--- config.mk ---
export PLATFORM = sky130hd
export DESIGN_NAME = box_overlay
export DESIGN_NICKNAME = d
export VERILOG_FILES = /design/src/rtl/box_overlay_pkg.sv /design/src/rtl/box_overlay_if.sv /design/src/rtl/box_overlay_xy.sv /design/src/rtl/box_overlay.sv
export SDC_FILE = /design/constraint.sdc
export NUM_CORES = 1
export LEC_CHECK = 0
export BUFFER_PORTS_ARGS = -buffer_cell sky130_fd_sc_hd__buf_2
export CAP_MARGIN = 20
export CORE_AREA = 8 8 166 106
export DETAILED_ROUTE_END_ITERATION = 16
export DIE_AREA = 0 0 174 114
export PLACE_DENSITY = 0.63
export SYNTH_ARGS = -nofsm -noshare
export SYNTH_HDL_FRONTEND = slang
export SYNTH_SLANG_ARGS = --single-unit
--- constraint.sdc ---
create_clock -name clk_in -period 6.6 [get_ports clk_in]
set_input_delay 1.32 -clock clk_in [delete_from_list [all_inputs] [get_ports clk_in]]
set_output_delay 1.32 -clock clk_in [all_outputs]
set_load 0.02 [all_outputs]
--- src/rtl/box_overlay_pkg.sv ---
// Shared constants for the box overlay stage:
// palette, pushbutton bit map, colour-index width.
package video_overlay_pkg;

  localparam int CIDX_W = 2;

  localparam int PB_LEFT   = 0;
  localparam int PB_RIGHT  = 1;
  localparam int PB_UP     = 2;
  localparam int PB_DOWN   = 3;
  localparam int PB_BOX    = 4;
  localparam int PB_COLOUR = 5;

  typedef logic [CIDX_W-1:0] cidx_t;

  // Channel-on mask per entry, {R,G,B}: white, red, green, blue.
  localparam logic [3:0][2:0] PALETTE = {
    3'b001, 3'b010, 3'b100, 3'b111
  };

  function automatic logic [2:0] pal_mask(cidx_t idx);
    return PALETTE[idx];
  endfunction

endpackage

--- src/rtl/box_overlay_if.sv ---
// Video bundle: syncs, data enable and one RGB pixel.
// master drives the bundle, slave observes it.
interface box_overlay_if #(
  parameter int B = 8
);
  logic         vn;
  logic         hn;
  logic         den;
  logic [B-1:0] r;
  logic [B-1:0] g;
  logic [B-1:0] b;

  modport master (output vn, hn, den, r, g, b);
  modport slave  (input  vn, hn, den, r, g, b);
endinterface

--- src/rtl/box_overlay_xy.sv ---
// Active-pixel position tracker: x from den runs,
// y from den falls, both restarted by the vs rise.
module active_xy_counter #(
  parameter int X_BITS = 12,
  parameter int Y_BITS = 12
) (
  input  logic              clk,
  input  logic              reset,
  box_overlay_if.slave      vid,
  output logic [X_BITS-1:0] o_x,
  output logic [Y_BITS-1:0] o_y,
  output logic              o_vs_rise
);

  localparam logic [X_BITS-1:0] X_SAT = '1;
  localparam logic [Y_BITS-1:0] Y_SAT = '1;

  logic              r_den_d;
  logic              r_vn_d;
  logic [X_BITS-1:0] r_h_cnt;
  logic [Y_BITS-1:0] r_v_cnt;
  logic              w_den_rise;
  logic              w_den_fall;

  assign w_den_rise = vid.den & ~r_den_d;
  assign w_den_fall = ~vid.den & r_den_d;
  assign o_vs_rise  = vid.vn & ~r_vn_d;

  // r_h_cnt holds the x of the next pixel; the
  // first pixel of a run is forced to 0.
  assign o_x = w_den_rise ? '0 : r_h_cnt;
  assign o_y = r_v_cnt;

  always_ff @(posedge clk) begin
    if (reset) begin
      r_den_d <= 1'b0;
      r_vn_d  <= 1'b0;
      r_h_cnt <= '0;
      r_v_cnt <= '0;
    end else begin
      r_den_d <= vid.den;
      r_vn_d  <= vid.vn;
      if (vid.den) begin
        r_h_cnt <= (o_x == X_SAT) ? X_SAT
                 : o_x + X_BITS'(1);
      end
      if (o_vs_rise) begin
        r_v_cnt <= '0;
      end else if (w_den_fall && r_v_cnt != Y_SAT) begin
        r_v_cnt <= r_v_cnt + Y_BITS'(1);
      end
    end
  end

endmodule

--- src/rtl/box_overlay.sv ---
// Solid-colour box overlay, 2-cycle pixel pipeline.
// Box position, enable and colour change once per frame.
module box_overlay
  import video_overlay_pkg::*;
#(
  parameter int B      = 8,
  parameter int X_BITS = 12,
  parameter int Y_BITS = 12,
  parameter int ACT_W  = 1280,
  parameter int ACT_H  = 720,
  parameter int BOX_W  = 64,
  parameter int BOX_H  = 64,
  parameter int STEP   = 4
) (
  input  logic         clk_in,
  input  logic         reset,
  input  logic         vn_in,
  input  logic         hn_in,
  input  logic         dn_in,
  input  logic [B-1:0] r_in,
  input  logic [B-1:0] g_in,
  input  logic [B-1:0] b_in,
  input  logic [5:0]   pb,
  output logic         vn_out,
  output logic         hn_out,
  output logic         den_out,
  output logic [B-1:0] r_out,
  output logic [B-1:0] g_out,
  output logic [B-1:0] b_out
);

  localparam logic [X_BITS:0] X_LIM  = (X_BITS+1)'(ACT_W - BOX_W);
  localparam logic [Y_BITS:0] Y_LIM  = (Y_BITS+1)'(ACT_H - BOX_H);
  localparam logic [X_BITS:0] X_STEP = (X_BITS+1)'(STEP);
  localparam logic [Y_BITS:0] Y_STEP = (Y_BITS+1)'(STEP);
  localparam logic [X_BITS:0] X_BOX  = (X_BITS+1)'(BOX_W);
  localparam logic [Y_BITS:0] Y_BOX  = (Y_BITS+1)'(BOX_H);

  typedef struct packed {
    logic [X_BITS-1:0] x_pos;
    logic [Y_BITS-1:0] y_pos;
    logic              en;
    cidx_t             col;
    logic [5:0]        pb_q;
  } ctl_t;

  localparam ctl_t CTL_RST = '{
    x_pos: X_BITS'((ACT_W - BOX_W) / 2),
    y_pos: Y_BITS'((ACT_H - BOX_H) / 2),
    en:    1'b1,
    col:   '0,
    pb_q:  '0
  };

  box_overlay_if #(.B(B)) u_vin ();

  assign u_vin.vn  = vn_in;
  assign u_vin.hn  = hn_in;
  assign u_vin.den = dn_in;
  assign u_vin.r   = r_in;
  assign u_vin.g   = g_in;
  assign u_vin.b   = b_in;

  logic [X_BITS-1:0] w_x;
  logic [Y_BITS-1:0] w_y;
  logic              w_vs_rise;

  active_xy_counter #(
    .X_BITS (X_BITS),
    .Y_BITS (Y_BITS)
  ) u_xy (
    .clk       (clk_in),
    .reset     (reset),
    .vid       (u_vin),
    .o_x       (w_x),
    .o_y       (w_y),
    .o_vs_rise (w_vs_rise)
  );

  ctl_t r_ctl;
  ctl_t w_ctl_n;

  logic [X_BITS:0] w_xe;
  logic [Y_BITS:0] w_ye;
  logic [X_BITS:0] w_x_inc;
  logic [Y_BITS:0] w_y_inc;

  assign w_xe    = {1'b0, r_ctl.x_pos};
  assign w_ye    = {1'b0, r_ctl.y_pos};
  assign w_x_inc = w_xe + X_STEP;
  assign w_y_inc = w_ye + Y_STEP;

  always_ff @(posedge clk_in) begin
    if (reset) begin
      r_ctl <= CTL_RST;
    end else begin
      r_ctl <= w_ctl_n;
    end
  end

  // Opposing buttons cancel; moves clamp to the active area.
  always_comb begin
    w_ctl_n = r_ctl;
    if (w_vs_rise) begin
      case ({pb[PB_RIGHT], pb[PB_LEFT]})
        2'b01: w_ctl_n.x_pos = (w_xe < X_STEP) ? '0
                             : X_BITS'(w_xe - X_STEP);
        2'b10: w_ctl_n.x_pos = (w_x_inc > X_LIM)
                             ? X_BITS'(X_LIM)
                             : X_BITS'(w_x_inc);
        default: ;
      endcase
      case ({pb[PB_DOWN], pb[PB_UP]})
        2'b01: w_ctl_n.y_pos = (w_ye < Y_STEP) ? '0
                             : Y_BITS'(w_ye - Y_STEP);
        2'b10: w_ctl_n.y_pos = (w_y_inc > Y_LIM)
                             ? Y_BITS'(Y_LIM)
                             : Y_BITS'(w_y_inc);
        default: ;
      endcase
      if (pb[PB_BOX] && !r_ctl.pb_q[PB_BOX]) begin
        w_ctl_n.en = ~r_ctl.en;
      end
      if (pb[PB_COLOUR] && !r_ctl.pb_q[PB_COLOUR]) begin
        w_ctl_n.col = r_ctl.col + cidx_t'(1);
      end
      w_ctl_n.pb_q = pb;
    end
  end

  logic              r_s1_vn;
  logic              r_s1_hn;
  logic              r_s1_den;
  logic [B-1:0]      r_s1_r;
  logic [B-1:0]      r_s1_g;
  logic [B-1:0]      r_s1_b;
  logic [X_BITS-1:0] r_s1_x;
  logic [Y_BITS-1:0] r_s1_y;

  always_ff @(posedge clk_in) begin
    if (reset) begin
      r_s1_vn  <= 1'b0;
      r_s1_hn  <= 1'b0;
      r_s1_den <= 1'b0;
      r_s1_r   <= '0;
      r_s1_g   <= '0;
      r_s1_b   <= '0;
      r_s1_x   <= '0;
      r_s1_y   <= '0;
    end else begin
      r_s1_vn  <= u_vin.vn;
      r_s1_hn  <= u_vin.hn;
      r_s1_den <= u_vin.den;
      r_s1_r   <= u_vin.r;
      r_s1_g   <= u_vin.g;
      r_s1_b   <= u_vin.b;
      r_s1_x   <= w_x;
      r_s1_y   <= w_y;
    end
  end

  logic [X_BITS:0] w_s1_xe;
  logic [Y_BITS:0] w_s1_ye;
  logic            w_hit;
  logic [2:0]      w_mask;
  logic [B-1:0]    w_r;
  logic [B-1:0]    w_g;
  logic [B-1:0]    w_b;

  assign w_s1_xe = {1'b0, r_s1_x};
  assign w_s1_ye = {1'b0, r_s1_y};

  always_comb begin
    w_hit = r_ctl.en & r_s1_den
          & (w_s1_xe >= w_xe) & (w_s1_xe < w_xe + X_BOX)
          & (w_s1_ye >= w_ye) & (w_s1_ye < w_ye + Y_BOX);
    w_mask = pal_mask(r_ctl.col);
    w_r = r_s1_r;
    w_g = r_s1_g;
    w_b = r_s1_b;
    if (w_hit) begin
      w_r = {B{w_mask[2]}};
      w_g = {B{w_mask[1]}};
      w_b = {B{w_mask[0]}};
    end
  end

  logic         r_vn_o;
  logic         r_hn_o;
  logic         r_den_o;
  logic [B-1:0] r_r_o;
  logic [B-1:0] r_g_o;
  logic [B-1:0] r_b_o;

  always_ff @(posedge clk_in) begin
    if (reset) begin
      r_vn_o  <= 1'b0;
      r_hn_o  <= 1'b0;
      r_den_o <= 1'b0;
      r_r_o   <= '0;
      r_g_o   <= '0;
      r_b_o   <= '0;
    end else begin
      r_vn_o  <= r_s1_vn;
      r_hn_o  <= r_s1_hn;
      r_den_o <= r_s1_den;
      r_r_o   <= w_r;
      r_g_o   <= w_g;
      r_b_o   <= w_b;
    end
  end

  assign vn_out  = r_vn_o;
  assign hn_out  = r_hn_o;
  assign den_out = r_den_o;
  assign r_out   = r_r_o;
  assign g_out   = r_g_o;
  assign b_out   = r_b_o;

endmodule

==> impl_metrics.ini <==
[sta]
slew_viol_final = 0
fin_crit_sh_pct = 54.9
period_needed_ps = 3620
setup_violations = 0
relSlewSlack_pct = 43.4
fin_worst_skew_ps = 14.4
finalSetupTns_ps = 0
rsz0062_at_grt = no
tightest_slew_ps = 850
setup_slack_ps = 2980
fmax_mhz = 276
final-hold-violation-count = 0

[placement]
hpwlAfterDp_mm = 11.2
dp_cells = 953
post-place-ws_ps = 2620
dpl_cell_area_mm2 = 0.00661
gp_congestion = 0.944
io_buffers = 61

[logic_synthesis]
syn-instance-count = 727
synth_top_flop_cell = dfxtp_1
async_reset_ff_share_pct = 0
yosysUniqueCellTypes = 66
syn_area_per_cell_um2 = 8.54
syn_area_mm2 = 0.00621
synth_seq_cells = 123
synth_nets = 808
synth_edf_count = 0
ys_warn_count = 0
seq_area_frac_synth_pct = 39.6

[clock_tree]
cts_resized = 0
clk_pin_slew_ps = 60
cts_setup_buffers = 0
cts_tree = done
cts_hold_buf = 0
cts_buffers = 17
cts.htree.levels = 4
clock-sinks = 123
cts_buffer_depth = 2
cts-root-buf = clkbuf_16
clk-insertion-delay-late_ps = 410

[critical_path]
crit_path_max_fanout = 19
worst-path-buf-inv = 2
cp_slowest_stage_delay_ps = 550
cp-endpoint = u_xy.r_h_cnt[5]
required_ps = 6930
worstPathCellList = buf_2 > nand2b_1 > and2_1 > ha_1 > and3_1 > nand4_1 > o31ai_1 > buf_4 > a31o_2 > a21oi_1 > nor3_1
worstReg2RegStart = r_ctl[27]
r2r_slack_ps = 3170
endpoint_kind = register
rr_endpoint = r_out[2]
crit_family = simple AND/OR/NAND/NOR gates
worst_path_max_delay_cell = o31ai_1
path_class = primary input to register
r2r_cells = 10
cp_num_cells = 11
cp.arrival_ps = 3960
startpoint = dn_in
startpoint_type = primary input

[detailed_routing]
vias_per_cell = 5.54
routed_wl_mm = 15.5
drtAntennaViolNets = 0
firstDrtPassIters = 6
wl_per_cell_um = 15.7
drc = 0
drt-initial-drc-count = 580
vias = 5460

[power]
swShare_pct = 24.6
switchingPower_w = 0.000481
clkPwrFrac_pct = 51.2
intPower_w = 0.00147
pwr-share-comb_pct = 8.0
power_density_mw_per_mm2 = 269
irDropWorstVdd_mv = 0.147
p_leak_nw = 2.99
seq_power_share_pct = 40.8

[finish]
n_antenna_cell = 0
final_cell_area_mm2 = 0.00725
final_cells = 986
nets = 851
syn2layout_area_growth_pct = 16.7
drive_above_1_share_pct = 13.9

[global_route]
grt_pass1_wl_mm = 25.8
grt_max_degree = 77
grt_use_total_pct = 15.6
grt_pass1_vias = 4985
antenna_found_initial = 0
grt_overflow = 0

[floorplan]
die_area_mm2 = 0.0198
row_count = 35
initial_core_util_pct = 41.5
fp.dieW_um = 174
fp.dieH_um = 114
ios = 62
core_mm2 = 0.0150

[run_status]
outcome = finished clean

[min_path]
min_from = r_s1_g[5]
hold_path_class = register to register

[job]
cap_violations = 0
==> how the worst min path moves through the flow <==
stage / to / slack (ps) / depth (start not counted)
after floorplan: g_out[0] / 410 / 2
after global placement: g_out[6] / 410 / 2
after detailed placement: g_out[5] / 420 / 2
after CTS: g_out[5] / 420 / 2
after global routing: b_out[7] / 450 / 2
final: g_out[5] / 420 / 2
==> cells in the final DEF, fill, tap and decap left out, types with 28 or more instances in the layout <==
cell type / Yosys / layout
nand2_1: 55 / 55
inv_1: 40 / 40
ha_1: 46 / 46
a21oi_1: 45 / 45
dfxtp_1: 123 / 123
nor2b_1: 42 / 42
nand3_1: 28 / 28
nor2_1: 54 / 54
buf_2: 3 / 62
o21ai_0: 45 / 45
==> Yosys cell counts (4+ instances only) <==
cell type,count,area [um2]
a21o_1,6,45.0
a21oi_1,45,225
a221oi_1,4,35.0
a31oi_1,12,75.1
and3_1,17,106
and4_1,8,70.1
buf_1,4,15.0
clkbuf_1,30,113
dfxtp_1,123,2460
ha_1,46,576
inv_1,40,150
mux2i_1,5,50.1
nand2_1,55,206
nand3_1,28,140
nand4_1,17,106
nor2_1,54,203
nor2b_1,42,263
nor3_1,20,100
nor3b_1,4,30.0
nor4_1,5,31.3
o2111ai_1,4,35.0
o211ai_1,5,37.5
o21ai_0,45,225
o22ai_1,5,31.3
or3_1,7,43.8
xnor2_1,20,175
xor2_1,5,43.8
==> sequential cells by signal, indices dropped and copies added, names as in the netlist <==
name,flops
b_out,8
den_out,1
g_out,8
hn_out,1
r_ctl,25
r_out,8
r_s1_b,8
r_s1_g,8
r_s1_hn,1
r_s1_r,8
r_s1_x,10
r_s1_y,10
u_xy.o_y,12
u_xy.r_den_d,1
u_xy.r_h_cnt,12
u_xy.r_vn_d,1
vn_out,1
==> metal layers <==
metal | part of all wire [%] | GRT usage, % | vias to the layer above
met5 | 0 | 0 | -
met4 | 0.80 | 4.71 | 0
met3 | 7.9 | 4.35 | 14
met2 | 40 | 21.5 | 213
met1 | 51 | 22.9 | 2539
li1 | - | - | 2694
==> cell type report <==
class | instances | area [um2]
clock buffers | 17 | 425
multi-input cells | 523 | 3410
fillers | 1424 | 7730
inverters | 40 | 150
repair buffers | 65 | 333
clock inverters | 15 | 213
flip-flops and latches | 123 | 2460
well taps | 203 | 254
==> worst register-to-register path: stages, from the launching register on <==
cell	delay, ps
dfxtp_1	570
ha_1	300
nand3_1	220
xnor2_1	240
ha_1	270
a21o_1	180
a21oi_1	140
o22ai_1	130
a2111oi_4	500
and3_1	560
o21ai_0	190
==> through the flow <==
stage                     hold WS (ps)  utilization [%]  power [W]
after floorplan                    411                -   0.000917
after global placement             414             44.1   0.000961
after detailed placement           420             44.1   0.000965
after CTS                          421             48.4    0.00197
after global routing               453             48.4    0.00203
final                              418             48.4    0.00195
==> power groups by stage <==
stage | clock network (W) | logic [W] | registers (W)
final | 0.000999 | 0.000156 | 0.000796
after global placement | 0 | 0.000151 | 0.000810
after global routing | 0.00106 | 0.000174 | 0.000799
after floorplan | 0 | 0.000112 | 0.000805
after CTS | 0.00102 | 0.000155 | 0.000795
after detailed placement | 0 | 0.000154 | 0.000811
==> logic make-up after synthesis <==
family | Yosys count | share of synthesized area, %
flip-flops | 123 | 39.6
AND/OR/NAND/NOR | 277 | 23.5
buffers and inverters | 81 | 5.44
AO/OA/AOI/OAI | 169 | 17.6
XOR/XNOR | 25 | 3.53
multiplexers | 6 | 0.987
adder cells (fa/ha/maj) | 46 | 9.27
Power figures use the tool's default switching activity.
